===== config.mk =====
export PLATFORM = sky130hd
export DESIGN_NAME = ser_add
export DESIGN_NICKNAME = d
export VERILOG_FILES = /design/src/rtl/ser_add.sv
export SDC_FILE = /design/constraint.sdc
export NUM_CORES = 1
export LEC_CHECK = 0
export BUFFER_PORTS_ARGS = -buffer_cell sky130_fd_sc_hd__clkbuf_2
export CAP_MARGIN = 20
export CORE_AREA = 2 2 59 61
export CTS_CLUSTER_SIZE = 40
export DETAILED_ROUTE_END_ITERATION = 12
export DIE_AREA = 0 0 61 63
export GPL_TIMING_DRIVEN = 0
export PLACE_DENSITY = 0.6
export REMOVE_ABC_BUFFERS = 1
export SLEW_MARGIN = 20
export SYNTH_ARGS = -nofsm -noshare
export SYNTH_HDL_FRONTEND = slang
export SYNTH_SLANG_ARGS = --single-unit

===== constraint.sdc =====
create_clock -name clk -period 3.2 [get_ports clk]
set_input_delay 0.64 -clock clk [delete_from_list [all_inputs] [get_ports clk]]
set_output_delay 0.64 -clock clk [all_outputs]
set_load 0.01 [all_outputs]

===== src/rtl/ser_add.sv =====
// rtl/ser_add.sv - bit-serial unsigned adder, LSB first
// Parallel load of a/b, then one registered sum bit per add clock; bit WIDTH is the carry-out.
module ser_add #(
  parameter int WIDTH = 16
) (
  input  logic             clk,
  input  logic             reset,
  input  logic             mode,
  input  logic [WIDTH-1:0] a,
  input  logic [WIDTH-1:0] b,
  output logic             sum
);

  localparam int CW = $clog2(WIDTH + 2);
  localparam logic [CW-1:0] CNT_MAX = CW'(WIDTH + 1);

  logic [WIDTH-1:0] ra_q, ra_d;
  logic [WIDTH-1:0] rb_q, rb_d;
  logic             c_q, c_d;
  logic [CW-1:0]    cnt_q, cnt_d;
  logic             sum_q, sum_d;

  always_comb begin
    ra_d  = ra_q;
    rb_d  = rb_q;
    c_d   = c_q;
    cnt_d = cnt_q;
    sum_d = sum_q;
    if (mode) begin
      ra_d  = a;
      rb_d  = b;
      c_d   = 1'b0;
      cnt_d = '0;
      sum_d = 1'b0;
    end else begin
      sum_d = ra_q[0] ^ rb_q[0] ^ c_q;
      c_d   = (ra_q[0] & rb_q[0]) | (ra_q[0] & c_q) | (rb_q[0] & c_q);
      ra_d  = {1'b0, ra_q[WIDTH-1:1]};
      rb_d  = {1'b0, rb_q[WIDTH-1:1]};
      // Once drained, shift registers and carry are zero so the output stays 0.
      if (cnt_q != CNT_MAX) begin
        cnt_d = cnt_q + 1'b1;
      end
    end
  end

  always_ff @(posedge clk) begin
    if (reset) begin
      ra_q  <= '0;
      rb_q  <= '0;
      c_q   <= 1'b0;
      cnt_q <= '0;
      sum_q <= 1'b0;
    end else begin
      ra_q  <= ra_d;
      rb_q  <= rb_d;
      c_q   <= c_d;
      cnt_q <= cnt_d;
      sum_q <= sum_d;
    end
  end

  assign sum = sum_q;

endmodule


==> results of run 1 <==
Yosys cell counts:
master	number
clkbuf_1	2
buf_12	3
mux2i_1	30
and3b_1	2
buf_2	2
dfxtp_1	34
fa_1	1
buf_6	1
nor2_1	30
nor3b_1	2
power by group through the flow:
| stage | sequential, mW | clock, mW | combinational (mW) |
|---|---|---|---|
| after floorplan | 0.461 | 0 | 0.0337 |
| after global placement | 0.462 | 0 | 0.0719 |
| after detailed placement | 0.463 | 0 | 0.0745 |
| after CTS | 0.453 | 0.222 | 0.0748 |
| after global routing | 0.455 | 0.245 | 0.0832 |
| final | 0.452 | 0.207 | 0.0731 |
area by class of cell:
class                           instances  area, um^2  area share
Clock buffer                            7        45.0      0.0316
Multi-Input combinational cell         65         465       0.327
Tap cell                               46        57.6      0.0404
Timing Repair Buffer                   35         175       0.123
Sequential cell                        34         681       0.478
routing by layer:
metal,up-vias,track usage
li1,419,-
met3,4,0.0725
met1,354,0.122
met2,31,0.161
met5,-,0
met4,0,0.0571
cells by family after synthesis:
kind of cell  count (synthesis)  synth area share
simple gates                 34             0.118
mux                          30             0.243
buf+inv                       8            0.0719
flops                        34             0.551
fa+ha+maj                     1            0.0162
worst register-to-register path: stages (launching register included):
cell and delay, ps:
dfxtp_1 320, fa_1 520, nor3b_1 150
flip-flops by register name, indices dropped and copies added (netlist names):
signal,cells
c_q,1
ra_q,16
rb_q,16
sum,1
stage by stage:
step	instances	utilization	power, mW	setup slack [ps]	hold slack, ps
3_5_place_dp	180	0.427	0.537	1270	450
4_1_cts	187	0.441	0.750	1640	473
3_3_place_gp	180	0.427	0.534	1310	439
6_report	187	0.441	0.733	1650	467
5_1_grt	187	0.441	0.783	1570	495
2_1_floorplan	99	-	0.495	2170	437
layout by cell type, fill, tap and decap left out:
master / n
and3b_1: 2
clkbuf_4: 5
clkbuf_2: 35
mux2i_1: 30
nor2_1: 30
dfxtp_1: 34
nor3b_1: 2
fa_1: 1
clkbuf_1: 2
final timing paths:
path / from / end
worst max-delay path: mode / rb_q[0]
worst max register to register: ra_q[0] / sum
worst min register to register: rb_q[9] / rb_q[8]
worst min-delay path: rb_q[9] / rb_q[8]
==> flow_summary_export.csv, run 1 <==
group,metric,value,unit
global_routing,grt_first_pass_wirelength,3040,um
synthesis,avgSynthCellArea,11.5,um^2
routing,top_layer,"met4",
power,p_per_area,515,nW/um^2
timing,hold_viol,0,
setup_path,cp.required,3390,ps
routing,drc,0,
power,ir_drop,0.264,mV
synthesis,yosysTopAreaCell,"dfxtp_1",
setup_path,arrival,1740,ps
timing,setup_viol,0,
setup_path,crit_cells,3,
synthesis,synth_cells,107,
setup_path,critPathTopFamily,"buffers and inverters",
placement,gp_congestion,0.600,
timing,finalCritPeriodShare,0.485,
synthesis,synthTopCellsByArea,"dfxtp_1 (55%), mux2i_1 (24%), nor2_1 (9.1%)",
power,internal-power,0.569,mW
die,rows,21,
layout,syn2layout_area_growth,15.3,%
timing,fin_skew,6.42,ps
global_routing,grt_max_degree,35,
synthesis,ys_warn_count,0,
layout,layout-drive-gt1-share,0.284,
clocking,cts_setup_buffers,0,
die,core,3230,um^2
global_routing,grt_remaining_overflow,0,
placement,port-buffer-count,35,
die,dieArea,3840,um^2
routing,met1_length,885,um
setup_path,criticalPathCategory,"primary input to flip-flop",
setup_path,startpoint_type,"primary input",
flow_run,max_cap_viol_count,0,
setup_path,path_max_fanout,34,
routing,final_antenna_net_count,0,
clocking,clock_latency,320,ps
layout,design_area,1420,um^2
setup_path,rrSetupSlack,2140,ps
die,initial_utilization,0.382,
setup_path,cp_slowest_cell,"clkbuf_2",
synthesis,ys_seq_area_frac,0.551,
clocking,cts_tree,"built",
min_path,hold_depth,2,
routing,drt_first_iter_violations,17,
power,total_leakage_power,0.710,nW
clocking,ctsResizeCount,0,
setup_path,cp-end-kind,"flip-flop",
global_routing,gr-usage-all-layers,0.111,
timing,finalMaxSlewViolations,0,
synthesis,yosys_register_bits,34,
global_routing,antenna_found_initial,0,
synthesis,yosysUniqueCellTypes,10,
die,die_h,63,um
layout,antenna_cells,0,
routing,firstDrtPassIters,3,
routing,dr_total_vias,808,
timing,tns,0,ps
setup_path,slowest_delay,750,ps
power,comb_power_share,0.100,
synthesis,syn_area,1230,um^2
layout,fin_nets,177,
routing,vias_per_cell,4.32,
timing,slew_headroom,0.326,
routing,avgRoutedWirePerCell,9.96,um
routing,postRouteWirelength,1860,um
outcome,status,"completed",
die,ioPinCount,36,
routing,route.met2.wl,764,um
power,switching_share,0.224,
timing,grt_setup_unrepaired,"no",
routing,dr_wl_met3,175,um
clocking,hold_buffers,0,
clocking,htreeDepth,2,
setup_path,reg2reg_depth,2,
power,seq_power_share,0.617,
power,power_switching,0.164,mW
clocking,cts_sinks,34,
clocking,clk_pin_slew,90,ps
layout,fillCellCount,338,
placement,placed_area,1380,um^2
clocking,cts.root.buffer_cell,"clkbuf_4",
clocking,cts_buffer_depth,2,
setup_path,path_cells,"clkbuf_2 > mux2i_1 > nor2_1",
setup_path,cp_num_buf_inv,1,
min_path,hold_class,"flip-flop to flip-flop",
timing,min_period,1550,ps
clocking,cts_made_buffers,5,
global_routing,grt_pass1_vias,765,
die,die_w,61,um
power,clockPowerShare,0.283,
timing,worst_pin_slew,1010,ps
timing,max_freq,645,MHz
synthesis,synth.top_cell.area_share,0.551,
No activity file was read; power rests on OpenSTA's default activity.
==> inputs of run 2 (changes only) <==
ABC_AREA = 1   (was default)
CORE_AREA = 2 2 58 60   (was 2 2 59 61)
DIE_AREA = 0 0 60 62   (was 0 0 61 63)
PLACE_DENSITY = 0.59   (was 0.6)
clock period = 1.55 ns   (was 3.2 ns; I/O delays follow)
==> run 2 against run 1 <==
Area after synthesis down 4.8%. Non-clock buffer count unchanged. Via count up 21%. Final area down 0.18%. Final cell count up 21%. First-iteration DRC count rose to 3.3 times the previous value. Total power up 110%. Largest power group unchanged.
==> flow_summary_export.csv, run 2 <==
group,metric,value,unit
power,total_leakage_power,0.750,nW
global_routing,grt_pass1_vias,860,
timing,max_freq,744,MHz
die,core,3180,um^2
synthesis,yosys_register_bits,34,
die,die_h,62,um
die,rows,21,
timing,worst_pin_slew,906,ps
routing,dr_total_vias,980,
layout,final_common_cell,"nand2_1",
synthesis,synth_flop_cell,"dfxtp_1",
synthesis,avgSynthCellArea,8.06,um^2
setup_path,reg2reg_from,"ra_q[0]",
clocking,hold_buffers,0,
setup_path,path_cells,"clkbuf_2 > nor2_4 > nand2_1 > nand2_1",
timing,slew_headroom,0.395,
die,ioPinCount,36,
synthesis,synth.top_cell.area_share,0.579,
layout,layout-drive-gt1-share,0.239,
setup_path,rrSetupSlack,510,ps
setup_path,criticalPathCategory,"primary input to flip-flop",
min_path,hold_class,"primary input to flip-flop",
min_path,hold_depth,3,
routing,drt_first_iter_violations,56,
synthesis,ys_seq_area_frac,0.579,
layout,syn2layout_area_growth,20.9,%
timing,grt_setup_unrepaired,"no",
setup_path,reg2reg_depth,3,
clocking,htreeDepth,2,
timing,min_period,1340,ps
power,ir_drop,0.424,mV
power,p_per_area,1100,nW/um^2
setup_path,cp_num_buf_inv,1,
layout,final_cell_mix,"nand2_1 (61), clkbuf_2 (35), dfxtp_1 (34)",
outcome,status,"completed",
clocking,cts.root.buffer_cell,"clkbuf_4",
clocking,clk_pin_slew,100,ps
synthesis,yosysUniqueCellTypes,9,
timing,fin_skew,4.58,ps
global_routing,grt_remaining_overflow,0,
timing,tns,0,ps
routing,drc,0,
layout,largestRegisters,"ra_q: 16 flops, rb_q: 16 flops",
layout,fillCellCount,343,
routing,firstDrtPassIters,6,
die,dieArea,3720,um^2
setup_path,startpoint_type,"primary input",
setup_path,path_max_fanout,32,
timing,setup_viol,0,
min_path,min_from,"a[15]",
placement,port-buffer-count,35,
setup_path,r2r_end,"sum",
synthesis,ys_warn_count,0,
global_routing,grt_first_pass_wirelength,3560,um
routing,vias_per_cell,4.34,
power,total_power,1.56,mW
min_path,min_to,"ra_q[15]",
synthesis,async_flop_share,0,
timing,hold_viol,0,
synthesis,yosysMostFrequentCell,"nand2_1",
flow_run,max_cap_viol_count,0,
synthesis,ys_top_cells_by_count,"nand2_1 (61), dfxtp_1 (34), nand3_1 (30)",
setup_path,cp.required,1820,ps
clocking,cts_buffer_depth,2,
die,initial_utilization,0.370,
clocking,clock_latency,320,ps
global_routing,grt_max_degree,33,
routing,postRouteWirelength,2120,um
setup_path,cp-end-kind,"flip-flop",
setup_path,cp_slowest_cell,"nor2_4",
placement,dp_hpwl,1390,um
layout,fin_nets,215,
setup_path,arrival,1620,ps
placement,gp_congestion,0.723,
synthesis,yosysTopAreaCell,"dfxtp_1",
clocking,cts_sinks,34,
synthesis,synth_cells,146,
global_routing,gr-usage-all-layers,0.130,
clocking,cts_made_buffers,5,
layout,antenna_cells,0,
routing,final_antenna_net_count,0,
clocking,cts_tree,"built",
timing,finalCritPeriodShare,0.867,
routing,avgRoutedWirePerCell,9.38,um
synthesis,syn_area,1180,um^2
setup_path,critPathTopFamily,"simple AND/OR/NAND/NOR gates",
setup_path,crit_top_cell,"nand2_1",
global_routing,antenna_found_initial,0,
timing,finalMaxSlewViolations,0,
synthesis,synth_edf_count,0,
die,die_w,60,um
synthesis,synthTopCellsByArea,"dfxtp_1 (58%), nand2_1 (19%), nand3_1 (13%)",
setup_path,slowest_delay,660,ps
==> run 2: kinds of logic (layout without fill, tap and decap cells) <==
logic type	count (synthesis)	count (layout)	synth area share
simple gates	96	96	0.340
flops	34	34	0.579
buf+inv	15	49	0.0638
fa+ha+maj	1	1	0.0170
==> run 2: how the worst max path moves through the flow <==
stage	slack [ps]	from	end	depth (start not counted)
global placement	-470	mode	sum	4
floorplan	360	mode	c_q	3
global route	40	mode	c_q	4
CTS	210	mode	rb_q[0]	4
finish	210	mode	rb_q[0]	4
detailed placement	-490	mode	rb_q[0]	4
==> run 2: per-stage QoR <==
stage	hold slack (ps)	setup WS, ps	instance area, um^2	instances	utilization
4_1_cts	154	214	1420	226	0.447
5_1_grt	155	43.3	1420	226	0.447
2_1_floorplan	396	364	1120	137	-
3_3_place_gp	399	-470	1360	218	0.427
3_5_place_dp	403	-490	1360	218	0.427
6_report	174	206	1420	226	0.447
==> run 2: tightest hold or removal path, cell delays in order <==
cell      delay, ps
clkbuf_2         80
inv_1            40
nor2_1           30
==> run 2: layout make-up <==
type	instances	area, um^2	area share
sequential	34	681	0.479
timing repair buffer	35	175	0.123
inverter	6	22.5	0.0158
clock buffer	7	55.1	0.0387
tap	46	57.6	0.0405
multi-input combinational	97	425	0.299
clock inverter	1	5.00	0.00352
==> run 2: per-layer routing <==
metal,track usage,vias to the layer above,wire [um]
met5,0,-,0
met4,0.0476,0,16
met3,0.0621,2,205
met2,0.210,33,937
met1,0.152,424,962
li1,-,521,-
==> run 2: report_power, final <==
part	total [mW]	internal, mW	switching (mW)
sequential	0.934	0.921	0.0124
clock	0.496	0.220	0.277
combinational	0.130	0.0575	0.0724
==> run 2: timing repair <==
item                                    CTS  global route
buffers inserted                          0             0
endpoints found under the setup margin   32             0
hold endpoints to repair                  0             0
resized for setup                         1             0
==> inputs of run 3 (changes only) <==
PLACE_DENSITY = 0.58   (was 0.59)
==> run 3 against run 2 <==
Sequential cell count stayed put. Final area stayed put. Clock skew is 1.4 ps higher. Largest power group unchanged. Utilization stayed put. Critical endpoint is now sum. Highest routed layer unchanged. Critical path type unchanged. Worst hold slack hardly changed. Critical path depth stayed put. Register-to-register slack hardly changed. Sequential share of layout area stayed put.
==> flow_summary_export.csv, run 3 (synthesis results as in run 2) <==
group,metric,value,unit
setup_path,cp_num_buf_inv,2,
setup_path,crit_cells,4,
layout,final_common_cell,"nand2_1",
layout,fin_nets,215,
clocking,cts_tree,"built",
power,power_switching,0.347,mW
clocking,htreeDepth,2,
global_routing,grt_max_degree,33,
die,dieArea,3720,um^2
setup_path,r2r_end,"sum",
routing,firstDrtPassIters,4,
global_routing,grt_first_pass_wirelength,3260,um
die,die_w,60,um
power,comb_power_share,0.082,
power,p_per_area,1090,nW/um^2
routing,postRouteWirelength,1950,um
setup_path,startpoint_type,"primary input",
die,core,3180,um^2
global_routing,gr-usage-all-layers,0.122,
timing,min_period,1320,ps
power,clockPowerShare,0.313,
global_routing,antenna_found_initial,0,
layout,fillCellCount,338,
setup_path,reg2reg_depth,3,
layout,multi_input_area,425,um^2
power,ir_drop,0.592,mV
clocking,cts_sinks,34,
timing,slew_headroom,0.438,
timing,hold_viol,0,
setup_path,crit_end,"sum",
timing,tns,0,ps
placement,placed_area,1360,um^2
setup_path,cp.required,1810,ps
routing,final_antenna_net_count,0,
placement,gp_congestion,0.622,
setup_path,cp_slowest_cell,"nor2_4",
setup_path,path_cells,"clkbuf_2 > nor2_4 > inv_1 > nor2_1",
clocking,cts_setup_buffers,0,
timing,grt_setup_unrepaired,"no",
timing,finalMaxSlewViolations,0,
layout,area.sequential,681,um^2
layout,antenna_cells,0,
setup_path,path_max_fanout,32,
timing,setup_viol,0,
global_routing,grt_remaining_overflow,0,
die,initial_utilization,0.370,
clocking,ctsResizeCount,1,
min_path,hold_class,"primary input to flip-flop",
setup_path,critPathTopFamily,"simple AND/OR/NAND/NOR gates",
layout,design_area,1420,um^2
layout,final_cell_mix,"nand2_1 (61), clkbuf_2 (35), dfxtp_1 (34)",
placement,port-buffer-count,35,
layout,layout-drive-gt1-share,0.239,
placement,dp_hpwl,1320,um
setup_path,crit_path_start,"mode",
layout,largestRegisters,"ra_q: 16 flops, rb_q: 16 flops",
power,switching_share,0.224,
timing,max_freq,756,MHz
outcome,status,"completed",
routing,drt_first_iter_violations,10,
clocking,cts_made_buffers,5,
routing,drc,0,
die,die_h,62,um
setup_path,rrSetupSlack,520,ps
power,total_leakage_power,0.750,nW
layout,syn2layout_area_growth,20.9,%
power,internal-power,1.20,mW
routing,dr_total_vias,956,
power,seq_power_share,0.605,
die,ioPinCount,36,
global_routing,grt_pass1_vias,805,
routing,avgRoutedWirePerCell,8.62,um
setup_path,reg2reg_from,"ra_q[0]",
setup_path,arrival,1580,ps
timing,finalCritPeriodShare,0.853,
setup_path,slowest_delay,650,ps
clocking,clk_pin_slew,90,ps
flow_run,max_cap_viol_count,0,
setup_path,criticalPathCategory,"primary input to flip-flop",
setup_path,cp-end-kind,"flip-flop",
routing,vias_per_cell,4.23,
clocking,hold_buffers,0,
clocking,clock_latency,320,ps
timing,worst_pin_slew,843,ps
clocking,cts.root.buffer_cell,"clkbuf_4",
timing,fin_skew,6.00,ps
die,rows,21,
clocking,cts_buffer_depth,2,
-- run 3: cell counts in the layout (fill, tap and decap cells not counted) --
Identical to the previous run, type by type.
-- run 3: layer usage --
metal	global-route usage	up-vias	share of wire
met5	0	-	0
met4	0.0571	0	0.017
met3	0.0600	5	0.073
met2	0.211	28	0.47
met1	0.125	402	0.44
li1	-	521	-
-- run 3: layout make-up --
| class | instances | share of cell area |
|---|---|---|
| Clock inverter | 1 | 0.00352 |
| Inverter | 6 | 0.0158 |
| Tap cell | 46 | 0.0405 |
| Multi-Input combinational cell | 97 | 0.299 |
| Timing Repair Buffer | 35 | 0.123 |
| Clock buffer | 7 | 0.0387 |
| Sequential cell | 34 | 0.479 |
-- run 3: worst min-delay path by stage --
stage,from,to,depth (start not counted)
after floorplan,ra_q[1],ra_q[0],2
after global placement,rb_q[7],rb_q[6],2
after detailed placement,rb_q[9],rb_q[8],2
after CTS,a[15],ra_q[15],3
after global routing,b[15],rb_q[15],3
final,a[15],ra_q[15],3
-- run 3: worst register-to-register path, cell delays in order, from the launching register on --
cell	delay, ps
dfxtp_1	320
fa_1	530
inv_1	40
nor2_1	90
-- run 3: through the flow --
step / std cells / util / worst slack (ps) / hold slack (ps) / power, mW
finish: 226 / 0.447 / 227 / 174 / 1.55
global route: 226 / 0.447 / 58.5 / 156 / 1.64
CTS: 226 / 0.447 / 211 / 152 / 1.58
detailed placement: 218 / 0.427 / -517 / 410 / 1.08
global placement: 218 / 0.427 / -472 / 398 / 1.08
floorplan: 137 / - / 364 / 396 / 1.01
-- run 3: power groups by stage --
stage | sequential (mW) | combinational (mW) | clock, mW
after global routing | 0.940 | 0.149 | 0.551
after global placement | 0.954 | 0.125 | 0
final | 0.934 | 0.127 | 0.484
after floorplan | 0.952 | 0.0599 | 0
after CTS | 0.935 | 0.132 | 0.510
after detailed placement | 0.955 | 0.129 | 0
